**config.mk**
```make
export PLATFORM = sky130hd
export DESIGN_NAME = bk_adder_share_ctrl
export DESIGN_NICKNAME = d
export VERILOG_FILES = /design/src/rtl/bk_share_pkg.sv /design/src/rtl/bk_adder.sv /design/src/rtl/bk_adder_share_ctrl.sv
export SDC_FILE = /design/constraint.sdc
export NUM_CORES = 1
export LEC_CHECK = 0
export ABC_AREA = 1
export CORE_ASPECT_RATIO = 0.6
export CORE_MARGIN = 2
export CORE_UTILIZATION = 41
export DETAILED_ROUTE_END_ITERATION = 8
export PLACE_DENSITY = 0.82
export SETUP_SLACK_MARGIN = 0.15
export SYNTH_ARGS = -nofsm -noshare
export SYNTH_HDL_FRONTEND = slang
export SYNTH_SLANG_ARGS = --single-unit
```
**constraint.sdc**
```tcl
create_clock -name clk -period 5.1 [get_ports clk]
set_input_delay 0.765 -clock clk [delete_from_list [all_inputs] [get_ports clk]]
set_output_delay 0.765 -clock clk [all_outputs]
set_load 0.01 [all_outputs]
```
**src/rtl/bk_share_pkg.sv**
```systemverilog
// Shared types and defaults for the Brent-Kung adder share controller.
// Holds the arbiter state encoding and a constant-safe clog2.
package bk_share_pkg;

   typedef enum logic {
      IDLE   = 1'b0,
      LOCKED = 1'b1
   } state_e;

   localparam int NREQ_DEF   = 4;
   localparam int NLAYER_DEF = 5;

   function automatic int clog2(input int v);
      int r;
      r = 0;
      while ((1 << r) < v) r++;
      return r;
   endfunction

endpackage

```
**src/rtl/bk_adder.sv**
```systemverilog
// Brent-Kung parallel-prefix adder, N = 2**(nLayer-1) bits.
// out = {carry, sum} of inp_a + inp_b + inp_carry.
module bk_adder #(
   parameter int nLayer = 5,
   localparam int N = 2**(nLayer-1),
   localparam int L = nLayer-1
) (
   input  logic [N-1:0] inp_a,
   input  logic [N-1:0] inp_b,
   input  logic         inp_carry,
   output logic [N:0]   out
);

   logic [N-1:0] p;
   logic [N-1:0] g;
   logic [N-1:0] pp;
   logic [N-1:0] c;

   always_comb begin
      p = inp_a ^ inp_b;
      g = inp_a & inp_b;
      // fold carry-in into bit 0 so g[i] becomes the carry out of bit i
      g[0] = g[0] | (p[0] & inp_carry);
      pp = p;
      for (int l = 0; l < L; l++) begin
         for (int i = 0; i < N; i++) begin
            if (((i + 1) % (2 << l)) == 0) begin
               g[i]  = g[i] | (pp[i] & g[i - (1 << l)]);
               pp[i] = pp[i] & pp[i - (1 << l)];
            end
         end
      end
      for (int l = L - 2; l >= 0; l--) begin
         for (int i = 0; i < N; i++) begin
            if (i >= (2 << l) && ((i + 1) % (2 << l)) == (1 << l)) begin
               g[i] = g[i] | (pp[i] & g[i - (1 << l)]);
            end
         end
      end
      c[0] = inp_carry;
      for (int i = 1; i < N; i++) c[i] = g[i-1];
      out = {g[N-1], p ^ c};
   end

endmodule

```
**src/rtl/bk_adder_share_ctrl.sv**
```systemverilog
// Round-robin time-sharing of one Brent-Kung adder among NREQ requesters,
// with a chain lock that carries between beats of wide additions.
module bk_adder_share_ctrl
   import bk_share_pkg::*;
#(
   parameter int NLAYER = NLAYER_DEF,
   parameter int NREQ   = NREQ_DEF,
   parameter int IDW    = clog2(NREQ),
   localparam int N     = 2**(NLAYER-1)
) (
   input  logic              clk,
   input  logic              rst_n,
   input  logic [NREQ-1:0]   req_valid,
   output logic [NREQ-1:0]   req_ready,
   input  logic [NREQ*N-1:0] req_a,
   input  logic [NREQ*N-1:0] req_b,
   input  logic [NREQ-1:0]   req_cin,
   input  logic [NREQ-1:0]   req_chain,
   output logic              rsp_valid,
   input  logic              rsp_ready,
   output logic [IDW-1:0]    rsp_id,
   output logic [N-1:0]      rsp_sum,
   output logic              rsp_cout,
   output logic              busy
);

   state_e         state_q, state_d;
   logic [IDW-1:0] ptr_q, ptr_d;
   logic [IDW-1:0] owner_q, owner_d;
   logic           carry_q, carry_d;
   logic           rsp_valid_q, rsp_valid_d;
   logic [IDW-1:0] rsp_id_q, rsp_id_d;
   logic [N-1:0]   rsp_sum_q, rsp_sum_d;
   logic           rsp_cout_q, rsp_cout_d;

   logic [IDW-1:0] gid;
   logic [IDW-1:0] scan;
   logic           found;
   logic           free;
   logic           accept;
   logic           cin_sel;
   logic [N-1:0]   op_a, op_b;
   logic [N:0]     add_out;

   assign free = !rsp_valid_q | rsp_ready;

   always_comb begin
      found = 1'b0;
      gid   = '0;
      scan  = '0;
      if (state_q == LOCKED) begin
         found = req_valid[owner_q];
         gid   = owner_q;
      end else begin
         for (int k = 0; k < NREQ; k++) begin
            scan = IDW'((int'(ptr_q) + k) % NREQ);
            if (!found && req_valid[scan]) begin
               found = 1'b1;
               gid   = scan;
            end
         end
      end
   end

   assign accept    = free & found & rst_n;
   assign req_ready = accept ? (NREQ'(1) << gid) : '0;
   assign op_a      = req_a[int'(gid)*N +: N];
   assign op_b      = req_b[int'(gid)*N +: N];
   assign cin_sel   = (state_q == LOCKED) ? carry_q : req_cin[gid];

   bk_adder #(
      .nLayer(NLAYER)
   ) u_add (
      .inp_a    (op_a),
      .inp_b    (op_b),
      .inp_carry(cin_sel),
      .out      (add_out)
   );

   always_comb begin
      state_d     = state_q;
      ptr_d       = ptr_q;
      owner_d     = owner_q;
      carry_d     = carry_q;
      rsp_valid_d = rsp_valid_q & ~rsp_ready;
      rsp_id_d    = rsp_id_q;
      rsp_sum_d   = rsp_sum_q;
      rsp_cout_d  = rsp_cout_q;
      if (accept) begin
         rsp_valid_d = 1'b1;
         rsp_id_d    = gid;
         rsp_sum_d   = add_out[N-1:0];
         rsp_cout_d  = add_out[N];
         if (req_chain[gid]) begin
            state_d = LOCKED;
            owner_d = gid;
            carry_d = add_out[N];
         end else begin
            state_d = IDLE;
            carry_d = 1'b0;
            ptr_d   = (int'(gid) == NREQ - 1) ? '0 : gid + IDW'(1);
         end
      end
   end

   always_ff @(posedge clk or negedge rst_n) begin
      if (!rst_n) begin
         state_q     <= IDLE;
         ptr_q       <= '0;
         owner_q     <= '0;
         carry_q     <= 1'b0;
         rsp_valid_q <= 1'b0;
         rsp_id_q    <= '0;
         rsp_sum_q   <= '0;
         rsp_cout_q  <= 1'b0;
      end else begin
         state_q     <= state_d;
         ptr_q       <= ptr_d;
         owner_q     <= owner_d;
         carry_q     <= carry_d;
         rsp_valid_q <= rsp_valid_d;
         rsp_id_q    <= rsp_id_d;
         rsp_sum_q   <= rsp_sum_d;
         rsp_cout_q  <= rsp_cout_d;
      end
   end

   assign rsp_valid = rsp_valid_q;
   assign rsp_id    = rsp_id_q;
   assign rsp_sum   = rsp_sum_q;
   assign rsp_cout  = rsp_cout_q;
   assign busy      = (state_q == LOCKED) | rsp_valid_q;

endmodule

```
# Yosys cells after proc, flatten, opt, wreduce, memory -nomap -nowiden
# Cells that the tools add are included.
[totals]
register_bits = 26
elab_cells = 139
output_inout_bits = 25
in_bits = 143
[op_classes]
n_reduce_logical = 9
n_shift = 3
bitwise = 75
addsub = 4
order_cmp = 6
n_eq_ne = 1
mux = 33
[ops]
columns = ["cell", "n"]
rows = [
  ["64-bit by 7-bit indexed part select with 16-bit output", 2],
  ["1-bit bitwise AND", 41],
  ["16-bit bitwise XOR", 2],
  ["1-bit bitwise OR", 29],
  ["1-bit two-way mux", 19],
  ["2-bit by 3-bit < comparator with 1-bit output (second input constant)", 6],
  ["16-bit bitwise AND", 1],
  ["1-bit binary-select mux with 2-bit select", 7],
  ["2-bit two-way mux", 6],
  ["2-bit by 1-bit adder with 2-bit output (second input constant)", 2],
  ["2-bit adder (second input constant)", 2],
  ["1-bit zero test", 4],
  ["4-bit two-way mux", 1],
  ["2-bit AND reduction", 2],
  ["1-bit by 2-bit << shifter with 4-bit output (first input constant)", 1],
  ["1-bit logical AND", 3],
  ["2-bit by 1-bit == test with 1-bit output (second input constant)", 1],
  ["1-bit NOT", 2],
]

# Logic depth before layout (Yosys ltp)
[depth]
depth_word = 34
ltp_mapped = 28
mapped_depth_nobuf = 26

# Cells and area by module
# A second synthesis with hierarchy kept.
[hier_totals]
hier_cells = 483
hier_area_um2 = 2960.3
[by_module_without_submodules]
columns = ["mod", "n_inst", "cells_each", "seq_area_each_um2", "area_each_um2"]
rows = [
  ["bk_adder_share_ctrl", 1, 399, 650.6, 2278.4],
  ["bk_adder", 1, 84, 0.0, 681.9],
]

# Worst setup path before layout
# OpenSTA, ideal clock, no wires.
[synth_timing]
path_type = "input -> register"
from = "in req_valid[2]"
to = "reg rsp_sum_q[14], in the netlist rsp_sum[14]"
path_buffers = 2
arrival_ns = 4.177
required_ns = 5.017
setup_time_ns = 0.083
setup_slack_ns = 0.841
cell_stages = 26
cell_sequence = "inv_1 -> nand2_1 -> nand3_1 -> nand2_1 -> inv_2 -> nand3_2 -> nor2_2 -> nor2_4 -> nand2_4 -> inv_2 -> buf_6 -> buf_6 -> nand2_1 -> nand3_1 -> nand2_1 -> inv_1 -> fa_1 -> fa_1 -> nand3_1 -> nand2_1 -> a221o_1 -> inv_1 -> o21bai_1 -> a31oi_1 -> fa_1 -> o21ai_0"
[synth_via]
elab_chain_cells = 32
word_cells_on_any_way = 75
classes_between = "shift (2); mux (26); bitwise (41); reduce/logical (6)"
[synth_lines]
columns = ["item", "line_no", "source"]
rows = [
  ["from (decl)", "bk_adder_share_ctrl.sv:13", "input logic [NREQ-1:0] req_valid,"],
  ["branches (longest 32 deep; another with 1-bit binary-select mux with 2-bit select)", "-", ""],
  ["to (signal assigned)", "bk_adder_share_ctrl.sv:123", "rsp_sum_q <= rsp_sum_d;"],
  ["to (decl)", "bk_adder_share_ctrl.sv:33", "logic [N-1:0] rsp_sum_q, rsp_sum_d;"],
]
# Several ways; the timed one is not identified. The select of a mux whose other input is x is not followed.
# A chain may end at the register's enable or synchronous reset.

# Worst setup path after layout
# Ends and elaborated chain as after synthesis.

==> Flow_metrics.wiki <==
{| class="wikitable"
! Metric !! Value
|-
| Result of the run || finished, final reports clean
|-
| Leading area contributor after synthesis || nand2_1
|-
| Maxcap violations || 0
|-
| Number of antenna violations at the first check in global routing || 0
|-
| Total half-perimeter wirelength after legalization and detailed placement || 9.28 mm
|-
| Number of buffers created by CTS || 3
|-
| Worst path setup slack after routing || 0.419 ns
|-
| Number of sinks on the clock net || 26
|-
| Placed cell areas || 4970 um^2
|-
| Post-synth EDFFs || 0
|-
| Routed vias || 4087
|-
| Worst hold-check path type || reg -> reg
|-
| CP arrival || 4.86 ns
|-
| I/O pin total || 168
|-
| Initial core utilization || 0.419
|-
| Hold Violations, Final || 0
|-
| Routed WL || 11.5 mm
|-
| Maximum achievable frequency || 214 MHz
|-
| Shortest period the worst path allows || 4.68 ns
|-
| Top library cells by usage in the layout, fill and taps aside || 222 x nand2_1, 167 x clkdlybuf4s50_1, 68 x nand3_1, 45 x inv_1, 26 x dfrtp_1
|-
| Met2 Usage GRT || 0.441
|-
| Total congestion overflow || 0
|-
| Total standard cell area after synthesis || 3260 um^2
|-
| Final instance area || 5110 um^2
|-
| Antenna diode count || 0
|-
| Setup bufs post-CTS || 0
|-
| Syn-to-layout area delta || 56.7%
|-
| Clock Tree Buf Depth || 2
|-
| Fraction of final layout cells with drive strength greater than 1 || 0.0610
|-
| Most common cell after layout, fill and taps aside || nand2_1
|-
| Setup violations, final || 0
|-
| First-pass iteration count of the detailed router || 7
|-
| Slew margin rel. || 0.696
|-
| Worst setup EP type || flop
|-
| First-pass GRT wire length || 18.2 mm
|-
| Fraction of the yosys area taken by sequential cells || 0.199
|-
| Height of the die || 73.1 um
|-
| Reg clk slew, reported paths || 0.07 ns
|-
| Global-route met1 utilization || 0.346
|-
| Routability congestion estimate || 0.879
|-
| Final TNS setup || 0 ns
|-
| Critical path required time || 5.28 ns
|-
| Drt first-iter violations || 249
|-
| Category of the most critical setup path || in -> reg
|-
| Area contributors post-synth || nand2_1 26%, dfrtp_1 20%, nand3_1 10%
|-
| Placement Setup Slack || -0.0250 ns
|-
| Async set-or-reset flop fraction in the synthesized netlist || 1.00
|-
| Worst Skew || 0.00225 ns
|-
| Library cells used by synthesis || 35
|-
| Via density per instance || 5.13
|-
| Unrepaired setup endpoints after global routing || false
|-
| Measured slew at the worst slew-check pin || 0.457 ns
|-
| Global-route met3 utilization || 0.0570
|-
| DIE AREA || 8710 um^2
|-
| Core footprint || 7790 um^2
|-
| H-tree level count || 1
|-
| GRT busiest layer || met2
|-
| Wire length per cell after detailed routing || 14.4 um
|-
| Remaining routing DRC violations || 0
|-
| Total count of max-transition violations in the final report || 0
|-
| Site Rows || 25
|-
| Detail Route Antenna Nets || 0
|-
| Number of standard cells after synthesis || 534
|-
| Cell chosen for the clock root || clkbuf_16
|-
| Chip Width || 119 um
|-
| Count of hold buffers inserted by post-cts repair || 0
|-
| Largest net degree at the start of global routing || 41
|-
| Global-route total usage across every layer || 0.259
|-
| Net count reported at finish || 860
|-
| Worst skew pair latency || 0.26 ns
|-
| Highest fanout seen on the critical path || 24
|-
| Post-Synthesis Mean Instance Area || 6.11 um^2
|-
| Port Buf Inserts || 167
|-
| Post-Route Hold Slack || 0.492 ns
|-
| Yosys warns || 0
|-
| Critical path startpoint category || primary input
|-
| Net count after synthesis || 704
|-
| Top cell type's share of synthesized area || 0.257
|-
| Number of gates resized after cts || 0
|-
| Via count of the first global-routing pass || 3827
|-
| Main flop type after synthesis || dfrtp_1
|-
| Register bit count reported by yosys || 26
|-
| TritonCTS clock tree || built
|-
| Period utilisation layout || 0.918
|}
flip-flops by register name (all words and copies together) (netlist names):
| name | cells |
|---|---|
| rsp_valid | 1 |
| rsp_cout | 1 |
| ptr_q | 2 |
| state_q | 1 |
| owner_q | 2 |
| rsp_sum | 16 |
| carry_q | 1 |
| rsp_id | 2 |
per-stage QoR:
step | cells | utilization
after floorplan | 534 | -
after global placement | 793 | 0.638
after detailed placement | 793 | 0.638
after CTS | 797 | 0.652
after global routing | 797 | 0.656
final | 797 | 0.656
Yosys cell counts, drive strengths merged (5+ instances only):
library cell and number:
nand2 230, nand3 70, inv 55, o21ai 29, nor2 27, dfrtp 26, buf 24, ha 18
fa 9, or2 8, xor2 6, a21o 5, a21oi 5, o211ai 5
cell type report:
class	instances	area (um^2)
fill	654	2680
multi-input combinational	428	2260
timing repair buffer	176	1750
sequential	26	651
inverter	55	219
tap	108	135
clock buffer	3	75.1
clock inverter	1	30.0
routing by layer:
layer  vias up  share of wire
li1       2008              -
met1      1846           0.45
met2       207           0.45
met3        26          0.085
met4         0          0.017
met5         -              0
worst paths after layout:
kind                               end  cells after the start    startpoint  slack, ns
max                        rsp_sum[14]                     25  req_valid[2]       0.42
min                        rsp_sum[10]                      2   rsp_sum[10]       0.49
max reg2reg                rsp_sum[14]                     24      ptr_q[0]       0.62
min reg2reg                rsp_sum[10]                      2   rsp_sum[10]       0.49
max in group asynchronous    rsp_id[0]                      2         rst_n       3.94
min in group asynchronous    rsp_id[1]                      2         rst_n       0.89
cell families (layout without fill, tap and decap cells):
logic type	after synthesis	count (layout)	synth area share
AND/OR/NAND/NOR	339	339	0.445
buffers and inverters	80	235	0.114
AO/OA/AOI/OAI	55	55	0.0986
adder cells (fa/ha/maj)	27	27	0.124
flip-flops	26	26	0.199
XOR/XNOR	7	7	0.0188
critical path, cell delays in order:
cell             delay, ns
clkdlybuf4s50_1       0.48
inv_1                 0.07
nand2_1               0.12
nand3_1               0.14
nand2_2               0.13
inv_2                 0.06
nand3_2               0.06
nor2_2                0.05
nor2_4                0.13
nand2_4               0.11
buf_6                 0.18
nand2_1               0.07
nand3_1               0.08
nand2_1               0.07
inv_1                 0.05
fa_1                  0.40
fa_1                  0.39
nand3_1               0.08
nand2_1               0.10
a221o_1               0.36
inv_1                 0.10
o21bai_1              0.11
a31oi_2               0.19
fa_1                  0.41
o21ai_0               0.16
Power is not shown: default switching activity piles up to over one toggle a cycle in this logic, so the estimate is an artifact.
